===== src/rtl/next_pc_gen.sv =====
// next_pc_gen: computes the next instruction address for the KGP-RISC PC
// register from the committed PC and the resolved control-flow request.
// The result is registered, so it appears one cycle after the request.
//
// Build option: define NPC_RAS_EN to include the return-address stack.
// Without it, CALL acts as JUMP_IMM, RET acts as JUMP_REG using target_reg,
// and ras_ovf/ras_unf stay at 0.
module next_pc_gen #(
  parameter logic [31:0] BOOT_ADDR = 32'h0000_0000,
  parameter int unsigned RAS_DEPTH = 8
) (
  input  logic        clk,
  input  logic        rst,
  input  logic [31:0] pc_cur,
  input  logic        req_valid,
  input  logic [2:0]  req_type,
  input  logic        cond_flag,
  input  logic [31:0] offset,
  input  logic [31:0] target_reg,
  input  logic        stall,
  output logic [31:0] next_pc,
  output logic        next_valid,
  output logic        halted,
  output logic        misalign,
  output logic        ras_ovf,
  output logic        ras_unf
);

  // Request encodings; 7 is reserved and falls into the sequential default.
  localparam logic [2:0] REQ_SEQ  = 3'd0;
  localparam logic [2:0] REQ_BR   = 3'd1;
  localparam logic [2:0] REQ_JIMM = 3'd2;
  localparam logic [2:0] REQ_JREG = 3'd3;
  localparam logic [2:0] REQ_CALL = 3'd4;
  localparam logic [2:0] REQ_RET  = 3'd5;
  localparam logic [2:0] REQ_HALT = 3'd6;

  if (RAS_DEPTH < 2 || RAS_DEPTH > 32 || (RAS_DEPTH & (RAS_DEPTH - 1)) != 0) begin : g_bad_depth
    $error("next_pc_gen: RAS_DEPTH must be a power of 2 in the range 2..32");
  end

  typedef enum logic [1:0] {
    ST_BOOT = 2'd0,
    ST_RUN  = 2'd1,
    ST_HALT = 2'd2
  } state_e;

  state_e      state_q, state_d;
  logic [31:0] next_pc_q, next_pc_d;
  logic        valid_q, valid_d;
  logic        halted_q, halted_d;
  logic        misalign_q, misalign_d;

  logic        accept;
  logic [31:0] s4;
  logic [31:0] rel_tgt;
  logic [31:0] ret_tgt;
  logic [31:0] raw_tgt;

  // A request only counts in RUN with the downstream ready.
  assign accept  = (state_q == ST_RUN) && req_valid && !stall;
  assign s4      = pc_cur + 32'd4;
  assign rel_tgt = s4 + offset;

`ifdef NPC_RAS_EN
  localparam int unsigned PTR_W = $clog2(RAS_DEPTH);

  // Stack storage is data only; its validity is tracked by cnt_q.
  logic [31:0]      ras_mem [RAS_DEPTH];
  logic [PTR_W-1:0] wp_q, wp_d;
  logic [PTR_W-1:0] rd_idx;
  logic [PTR_W:0]   cnt_q, cnt_d;
  logic             ras_empty, ras_full;
  logic             push, pop;
  logic             ovf_q, ovf_d;
  logic             unf_q, unf_d;

  assign push      = accept && (req_type == REQ_CALL);
  assign pop       = accept && (req_type == REQ_RET);
  assign rd_idx    = wp_q - PTR_W'(1);
  assign ras_empty = (cnt_q == '0);
  assign ras_full  = (cnt_q == (PTR_W + 1)'(RAS_DEPTH));
  // An empty pop falls through to the sequential address.
  assign ret_tgt   = ras_empty ? s4 : ras_mem[rd_idx];

  // Stack pointer, occupancy and sticky overflow/underflow next state.
  always_comb begin
    wp_d  = wp_q;
    cnt_d = cnt_q;
    ovf_d = ovf_q;
    unf_d = unf_q;
    if (push) begin
      // The write pointer wraps, so a full push replaces the oldest entry.
      wp_d = wp_q + PTR_W'(1);
      if (ras_full) begin
        ovf_d = 1'b1;
      end else begin
        cnt_d = cnt_q + (PTR_W + 1)'(1);
      end
    end else if (pop) begin
      if (ras_empty) begin
        unf_d = 1'b1;
      end else begin
        wp_d  = rd_idx;
        cnt_d = cnt_q - (PTR_W + 1)'(1);
      end
    end
  end

  // Stack control registers, cleared by reset.
  always_ff @(posedge clk or negedge rst) begin
    if (!rst) begin
      wp_q  <= '0;
      cnt_q <= '0;
      ovf_q <= 1'b0;
      unf_q <= 1'b0;
    end else begin
      wp_q  <= wp_d;
      cnt_q <= cnt_d;
      ovf_q <= ovf_d;
      unf_q <= unf_d;
    end
  end

  // Stack storage write on CALL; contents need no reset.
  always_ff @(posedge clk) begin
    if (push) begin
      ras_mem[wp_q] <= s4;
    end
  end

  assign ras_ovf = ovf_q;
  assign ras_unf = unf_q;
`else
  // Without the stack, a return goes through the register target.
  assign ret_tgt = target_reg;
  assign ras_ovf = 1'b0;
  assign ras_unf = 1'b0;
`endif

  // Raw (unaligned) target selection by request type.
  always_comb begin
    raw_tgt = s4;
    case (req_type)
      REQ_SEQ:  raw_tgt = s4;
      REQ_BR:   raw_tgt = cond_flag ? rel_tgt : s4;
      REQ_JIMM: raw_tgt = rel_tgt;
      REQ_JREG: raw_tgt = target_reg;
      REQ_CALL: raw_tgt = rel_tgt;
      REQ_RET:  raw_tgt = ret_tgt;
      REQ_HALT: raw_tgt = s4;
      default:  raw_tgt = s4;
    endcase
  end

  // FSM next state and registered output next values.
  always_comb begin
    state_d    = state_q;
    next_pc_d  = next_pc_q;
    valid_d    = 1'b0;
    halted_d   = halted_q;
    misalign_d = misalign_q;
    case (state_q)
      ST_BOOT: begin
        if (!stall) begin
          next_pc_d = BOOT_ADDR;
          valid_d   = 1'b1;
          state_d   = ST_RUN;
        end
      end
      ST_RUN: begin
        if (accept) begin
          next_pc_d = {raw_tgt[31:2], 2'b00};
          valid_d   = 1'b1;
          if (raw_tgt[1:0] != 2'b00) begin
            misalign_d = 1'b1;
          end
          if (req_type == REQ_HALT) begin
            state_d  = ST_HALT;
            halted_d = 1'b1;
          end
        end
      end
      ST_HALT: begin
        // Parked until reset; requests are ignored.
        state_d = ST_HALT;
      end
      default: begin
        state_d = ST_BOOT;
      end
    endcase
  end

  // State and output registers with asynchronous active-low reset.
  always_ff @(posedge clk or negedge rst) begin
    if (!rst) begin
      state_q    <= ST_BOOT;
      next_pc_q  <= BOOT_ADDR;
      valid_q    <= 1'b0;
      halted_q   <= 1'b0;
      misalign_q <= 1'b0;
    end else begin
      state_q    <= state_d;
      next_pc_q  <= next_pc_d;
      valid_q    <= valid_d;
      halted_q   <= halted_d;
      misalign_q <= misalign_d;
    end
  end

  assign next_pc    = next_pc_q;
  assign next_valid = valid_q;
  assign halted     = halted_q;
  assign misalign   = misalign_q;

endmodule


===== config.mk =====
export PLATFORM = sky130hd
export DESIGN_NAME = next_pc_gen
export DESIGN_NICKNAME = d
export VERILOG_FILES = /design/src/rtl/next_pc_gen.sv
export SDC_FILE = /design/constraint.sdc
export NUM_CORES = 1
export LEC_CHECK = 0
export CAP_MARGIN = 10
export CORE_AREA = 5 5 96 98
export CTS_CLUSTER_SIZE = 30
export DETAILED_ROUTE_END_ITERATION = 6
export DIE_AREA = 0 0 101 103
export PLACE_DENSITY = 0.93
export SKIP_LAST_GASP = 1
export SYNTH_ARGS = -nofsm -noshare
export SYNTH_HDL_FRONTEND = slang
export SYNTH_SLANG_ARGS = --single-unit

===== constraint.sdc =====
create_clock -name clk -period 4.7 [get_ports clk]
set_input_delay 0.94 -clock clk [delete_from_list [all_inputs] [get_ports clk]]
set_output_delay 0.94 -clock clk [all_outputs]
set_load 0.05 [all_outputs]

==> summary.txt, run 1 <==
Outcome
  • Status: finished, final reports clean

Synthesis
  • Seq/Total Area, Yosys: 0.214
  • Most used DFF post-synth: dfrtp_1
  • Simple-Gate Fraction of Synth Area: 0.185
  • Share of async-settable or async-resettable flops after synthesis: 1.00
  • Largest family of logic cells by synthesized area: compound AO/OA/AOI/OAI gates
  • Synth unique cells: 59
  • Mux cell area share after synthesis: 0.00795
  • Seq cells post-synth: 35
  • Avg Cell Area, Syn: 8.22 um2
  • Area contributors post-synth: dfrtp_1 (21%), ha_1 (12%), xnor2_1 (7.5%)
  • Compound-cell area share of the yosys netlist: 0.305
  • Post-Synth Adder-Cell Area: 0.127
  • YS warnings: 0
  • Syn Std Cell Area: 4090 um2
  • Area leader, netlist: dfrtp_1
  • XOR/XNOR share of the synthesized area: 0.122
  • Cells after synthesis: 498
  • Post-synth EDFFs: 0
  • Post-synth top area share: 0.214

Clock network
  • CTS clock-pin slew for the worst setup and hold paths: 0.08 ns
  • CTS root buf: clkbuf_8
  • Worst-Skew Late Latency: 0.31 ns
  • CTS sink cnt: 35
  • CTS Buffer Depth: 2
  • Setup bufs post-CTS: 0
  • CTS tree: built
  • # H-tree levels: 2
  • PostCTS Resize Cnt: 0
  • Hold-fix buffers, CTS: 0
  • Inserted Clock Buffers: 5

Detailed routing
  • Top Layer Used: met4
  • DRC Markers: 0
  • DR WL met3: 1.38 mm
  • Met2 wire len: 7.11 mm
  • M1 WL: 6.07 mm
  • Drt pass-1 iters: 5
  • Final WL: 15.2 mm
  • Drt initial violations: about 420
  • Via count: around 4700
  • Drt wl/cell: 20.5 um
  • Antenna Nets Post-Route: 0
  • Vias per std cell: 6.28

Power and ir drop
  • Leak: 2.45 nW
  • Cell Pwr Density: 408 nW/um2
  • VDD IR max: 0.189 mV
  • Design Power: 2.34 mW

Flow run
  • Number of max-cap violations: 0

GRT
  • Grt total ovfl: 0
  • Initial antenna violation count: 0
  • Number of global-route vias before repair: roughly 4700
  • Pin count of the biggest net entering global routing: 36
  • Global-route wire length before repair: between 20 and 25 mm
  • GRT Util Overall: 0.291

Floorplanning
  • Die height: 103 um
  • Core ar.: approximately 8400 um2
  • Total I/O pin count: 141
  • FP Rows: 34
  • Die ar.: ~10000 um2
  • Die width: 101 um
  • Initial Utilization: 0.488

Worst setup path
  • R2R cell count: 7
  • Worst EP arrival: 4.67 ns
  • Crit path launch type: input port
  • Crit Path Class: in -> reg
  • Crit Reg-Reg Startpoint: state_q[1]$_DFFE_PN0P_
  • CP max FO: 8
  • Reg2reg end: next_pc[29]$_DFFE_PN0P_
  • Setup crit end kind: flop
  • Reg-to-reg slack, setup: 2.26 ns
  • Worst Path Required: 4.89 ns

Layout
  • Multi-input gate area in the final layout: 3080 um2
  • N_diodes: 0
  • Post-Layout Cell Count: 744
  • Finished Cell Area: 5720 um2
  • Synthesis-to-finish area growth: 39.9%
  • Register area: 876 um2
  • Nets: 780
  • Util after Layout: 0.683
  • Filler cells: 700
  • Ratio of cells with drive above 1 in the final layout: 0.0708

Hold path
  • Min-delay src: halted$_DFFE_PN0P_
  • Worst hold path class: reg -> reg
  • Worst Hold End: halted$_DFFE_PN0P_
  • Hold path cells: 1

Timing
  • Max Fclk: 223 MHz
  • Final Setup Violations: 0
  • Hold Violations, Final: 0
  • Least-Margin Pin Slew: around 0.86 ns
  • Fin crit share: 0.952
  • Setup Skew: 0.0105 ns
  • Post-layout min period: 4.47 ns
  • RSZ-0062 raised after global routing: false
  • Max_slew headroom: 0.425
  • Setup TNS: 0 ns
  • Final Slew Violations: 0

Placed design
  • Placed cells: 736
  • HPWL Detailed: 12.2 mm
  • Post-DP Area: 5610 um2
  • Buffers on Ports: 136
  • Placer Congestion: 1.06
## worst max path at each step
stage	startpoint	end	slack, ns	depth (start not counted)
2_1_floorplan	pc_cur[5]	next_pc[31]$_DFFE_PN0P_	0.79	15
3_3_place_gp	pc_cur[6]	next_pc[31]$_DFFE_PN0P_	0.09	13
3_5_place_dp	pc_cur[6]	next_pc[31]$_DFFE_PN0P_	-0.006	14
4_1_cts	pc_cur[6]	next_pc[31]$_DFFE_PN0P_	0.26	14
5_1_grt	pc_cur[6]	next_pc[31]$_DFFE_PN0P_	0.05	14
6_report	pc_cur[7]	next_pc[31]$_DFFE_PN0P_	0.23	14
## sequential cells by signal, summed over array words and instances (netlist names)
name	flops
halted	1
next_pc	30
next_valid	1
misalign	1
state_q	2
## logic make-up (layout without fill, tap and decap cells)
kind of cell,count (synthesis),count (layout)
AO/OA/AOI/OAI,177,177
XOR/XNOR,57,57
adder cells (fa/ha/maj),41,41
buffers and inverters,35,170
flip-flops,35,35
multiplexers,3,3
other,1,4
AND/OR/NAND/NOR,149,149
## metrics by stage
step	hold WS [ns]	worst slack, ns
final	0.475	0.225
after floorplan	0.479	0.789
after CTS	0.482	0.256
after detailed placement	0.458	-0.00625
after global routing	0.515	0.0548
after global placement	0.448	0.0907
## metal layers
| metal | global-route usage | vias to the layer above |
|---|---|---|
| met5 | 0 | - |
| met4 | 0.128 | 0 |
| met3 | 0.0535 | 56 |
| met2 | 0.491 | 265 |
| met1 | 0.364 | 2200 |
| li1 | - | 2151 |
## Yosys cell counts (7+ instances only)
| master | instances |
|---|---|
| nand4_1 | 10 |
| nor2b_1 | 8 |
| a222oi_1 | 15 |
| ha_1 | 40 |
| o21a_1 | 7 |
| nand2_1 | 49 |
| nand3_1 | 20 |
| xnor2_1 | 35 |
| a22oi_1 | 16 |
| and4_1 | 7 |
| o221ai_1 | 7 |
| dfrtp_1 | 35 |
| inv_1 | 8 |
| clkbuf_1 | 20 |
| o21ai_0 | 33 |
| and3_1 | 12 |
| a21o_1 | 21 |
| a21oi_1 | 34 |
| xor2_1 | 22 |
| nor2_1 | 24 |
## power breakdown
part	switching (mW)	internal, mW
registers	0.0901	0.443
clock network	0.139	0.161
logic	0.940	0.562
total	1.17	1.17
## area by class of cell
type                    count  area share
repair buffers            154       0.261
clock buffers               5      0.0120
multi-input cells         431       0.537
flip-flops and latches     35       0.153
clock inverters             3     0.00831
inverters                   8     0.00525
well taps                 108      0.0236
## worst max-delay path, cell delays in order
cell and delay, ns:
clkdlybuf4s50_1 0.50, and4_1 0.35, nand4_1 0.24, nor2_1 0.19
xor2_1 0.29, ha_1 0.31, a21o_1 0.19, a21o_1 0.17
a21o_1 0.20, a311oi_2 0.35, a211oi_1 0.14, o41ai_2 0.42
nand3_1 0.14, a31o_1 0.23
## placed cells by master, fill, tap and decap left out, types with 3 or more instances in the layout
cell,instances
a211oi_1,3
a21o_1,21
a21o_2,3
a21oi_1,34
a21oi_2,3
a222oi_1,15
a22oi_1,16
a31oi_1,5
and3_1,12
and4_1,7
buf_4,18
clkbuf_8,5
clkdlybuf4s50_1,135
conb_1,4
dfrtp_1,35
ha_1,40
inv_1,8
nand2_1,49
nand2b_1,4
nand3_1,20
nand4_1,10
nor2_1,24
nor2b_1,8
nor3_1,4
o21a_1,7
o21ai_0,32
o21bai_1,4
o221ai_1,7
o31ai_1,4
xnor2_1,35
xor2_1,22
(Power assumes the default switching activity.)
==> run 2: changes to the inputs <==
--- a/config.mk
+++ b/config.mk
@@ -6,10 +6,10 @@
 export NUM_CORES = 1
 export LEC_CHECK = 0
 export CAP_MARGIN = 10
-export CORE_AREA = 5 5 96 98
+export CORE_AREA = 5 5 114 83
 export CTS_CLUSTER_SIZE = 30
 export DETAILED_ROUTE_END_ITERATION = 6
-export DIE_AREA = 0 0 101 103
+export DIE_AREA = 0 0 119 88
 export PLACE_DENSITY = 0.93
 export SKIP_LAST_GASP = 1
 export SYNTH_ARGS = -nofsm -noshare
==> run 2 against run 1 <==
Compared with the run above: die area increased by 0.66%; first-iteration DRC count grew 46%; combinational power increased by 3%; final area is 1.6% higher; critical endpoint is now next_pc[25]$_DFFE_PN0P_; the run now ends with DRC left; largest power group unchanged; highest routed layer unchanged; setup slack lost 0.020 ns; wire length grew 5.8%; sequential cell count is the same.
==> summary.txt, run 2 (same netlist as run 1, synthesis figures left out) <==
Timing
  • Setup TNS: 0 ns (unchanged)
  • RSZ-0062 raised after global routing: false
  • Hold WS: 0.465 ns (-0.0101 ns)
  • Setup Skew: 0.00420 ns (-0.00626 ns)
  • Hold Violations, Final: 0 (unchanged)
  • Max_slew headroom: 0.500 (+0.0753)
  • Max Fclk: 222 MHz (-0.45%)
  • Fin crit share: 0.956 (+0.00433)
  • Least-Margin Pin Slew: 0.750 ns (-0.113 ns)
  • Final Setup Violations: 0 (unchanged)
  • Final Slew Violations: 0 (unchanged)
  • Post-layout min period: 4.50 ns (+0.0204 ns)

Detailed routing
  • Drt wl/cell: 21.6 um (+5.4%)
  • DRC Markers: 8 (+8)
  • Vias per std cell: 6.52 (+3.8%)
  • Final WL: 16.1 mm (+5.8%)
  • Drt pass-1 iters: 7 (+2)
  • Drt initial violations: 614 (+46%)
  • Antenna Nets Post-Route: 0 (unchanged)
  • Via count: 4868 (+4.2%)

Worst setup path
  • Crit path launch type: input port
  • Reg-to-reg slack, setup: 2.40 ns (+0.14 ns)
  • Worst EP arrival: 4.62 ns (-0.05 ns)
  • CP max FO: 8 (unchanged)
  • Setup crit end kind: flop
  • Worst Path Required: 4.82 ns (-0.07 ns)
  • Crit Path Class: in -> reg

Floorplanning
  • FP Rows: 28 (-18%)
  • Initial Utilization: 0.495 (+0.00665)
  • Die width: 119 um (+18%)
  • Total I/O pin count: 141 (unchanged)
  • Die height: 88 um (-15%)
  • Core ar.: 8270 um2 (-1.3%)
  • Die ar.: 10500 um2 (+0.66%)

Layout
  • Nets: 786 (+0.77%)
  • Synthesis-to-finish area growth: 42.2%
  • Filler cells: 641 (-8.4%)
  • Commonest non-fill, non-tap cell in the layout: clkdlybuf4s50_1
  • Ratio of cells with drive above 1 in the final layout: 0.0779 (+0.00713)
  • Most frequent cells in the layout: clkdlybuf4s50_1 (136), nand2_1 (49), ha_1 (40)
  • Post-Layout Cell Count: 747 (+0.40%)
  • N_diodes: 0 (unchanged)
  • Register area: 876 um2 (unchanged)
  • Largest register FFs: 30 (unchanged)
  • Multi-input gate area in the final layout: 3080 um2 (+0.24%)

Placed design
  • HPWL Detailed: 12.9 mm (+5.6%)
  • Placer Congestion: 1.03 (-2.7%)
  • Buffers on Ports: 136 (unchanged)
  • Placed cells: 738 (+0.27%)

GRT
  • Initial antenna violation count: 0 (unchanged)
  • Pin count of the biggest net entering global routing: 36 (unchanged)
  • Global-route wire length before repair: 24.4 mm (+2.1%)
  • GRT Util Overall: 0.296 (+0.00469)
  • Grt total ovfl: 0 (unchanged)
  • Number of global-route vias before repair: 4599 (-2.5%)

Clock network
  • Worst-Skew Late Latency: 0.28 ns (-0.03 ns)
  • CTS clock-pin slew for the worst setup and hold paths: 0.06 ns (-0.02 ns)
  • # H-tree levels: 2 (unchanged)
  • Inserted Clock Buffers: 5 (unchanged)
  • CTS sink cnt: 35 (unchanged)
  • CTS tree: built
  • Hold-fix buffers, CTS: 0 (unchanged)
  • CTS root buf: clkbuf_16
  • CTS Buffer Depth: 2 (unchanged)

Hold path
  • Worst hold path class: reg -> reg

Power and ir drop
  • Cell Pwr Density: 417 nW/um2 (+2.3%)
  • VDD IR max: 0.199 mV (+5.7%)
  • Leak: 2.50 nW (+2.1%)
  • Design Power: 2.43 mW (+4.0%)

Flow run
  • Number of max-cap violations: 0 (unchanged)

Outcome
  • Status: finished with violations
  • Failing checks: DRC
==> run 2: final timing paths <==
kind,startpoint,to,depth (start not counted)
worst min register to register,misalign$_DFFE_PN0P_,misalign$_DFFE_PN0P_,1
worst max register to register,state_q[1]$_DFFE_PN0P_,next_pc[23]$_DFFE_PN0P_,7
worst min-delay path,misalign$_DFFE_PN0P_,misalign$_DFFE_PN0P_,1
worst max-delay path,pc_cur[7],next_pc[25]$_DFFE_PN0P_,14
max in group asynchronous,rst,next_pc[2]$_DFFE_PN0P_,2
min in group asynchronous,rst,next_pc[25]$_DFFE_PN0P_,2
==> run 2: where the power goes <==
part | leakage, nW | internal (mW) | total (mW) | switching (mW)
combinational | 1.96 | 0.573 | 1.55 | 0.975
sequential | 0.466 | 0.445 | 0.536 | 0.0915
clock | 0.0772 | 0.225 | 0.344 | 0.119
total | 2.50 | 1.24 | 2.43 | 1.18
==> run 2: layout make-up <==
| type | count | share of cell area |
|---|---|---|
| multi-input combinational | 431 | 0.530 |
| timing repair buffer | 160 | 0.265 |
| sequential | 35 | 0.151 |
| clock buffer | 8 | 0.0269 |
| tap | 105 | 0.0226 |
| inverter | 8 | 0.00516 |
==> run 2: timing repair <==
item,4_1_cts,5_1_grt
setup endpoints to repair,0,4
setup buffers,0,1
gates resized for setup,0,1
==> run 2: stage by stage <==
step           area (um2)   util  setup WS (ns)
2_1_floorplan        4100      -          0.789
3_3_place_gp         5650  0.683        -0.0178
3_5_place_dp         5650  0.683        -0.0506
4_1_cts              5800  0.702          0.215
5_1_grt              5820  0.704         0.0224
6_report             5820  0.704          0.205
==> run 2: layer usage <==
| layer | vias up | share of wire | track usage |
|---|---|---|---|
| met5 | - | 0 | 0 |
| met4 | 0 | 0.018 | 0.0652 |
| met3 | 41 | 0.13 | 0.0730 |
| met2 | 361 | 0.43 | 0.442 |
| met1 | 2302 | 0.42 | 0.431 |
| li1 | 2164 | - | - |
==> run 2: critical path, cell delays in order <==
cell             delay (ns)
clkdlybuf4s50_1        0.50
and4_1                 0.35
and4_1                 0.28
nand3_1                0.13
xnor2_2                0.25
ha_1                   0.38
a21o_1                 0.21
a21oi_1                0.21
nand3_1                0.10
o31a_1                 0.31
o21ai_2                0.28
o21ai_0                0.17
xnor2_1                0.35
o221ai_1               0.16
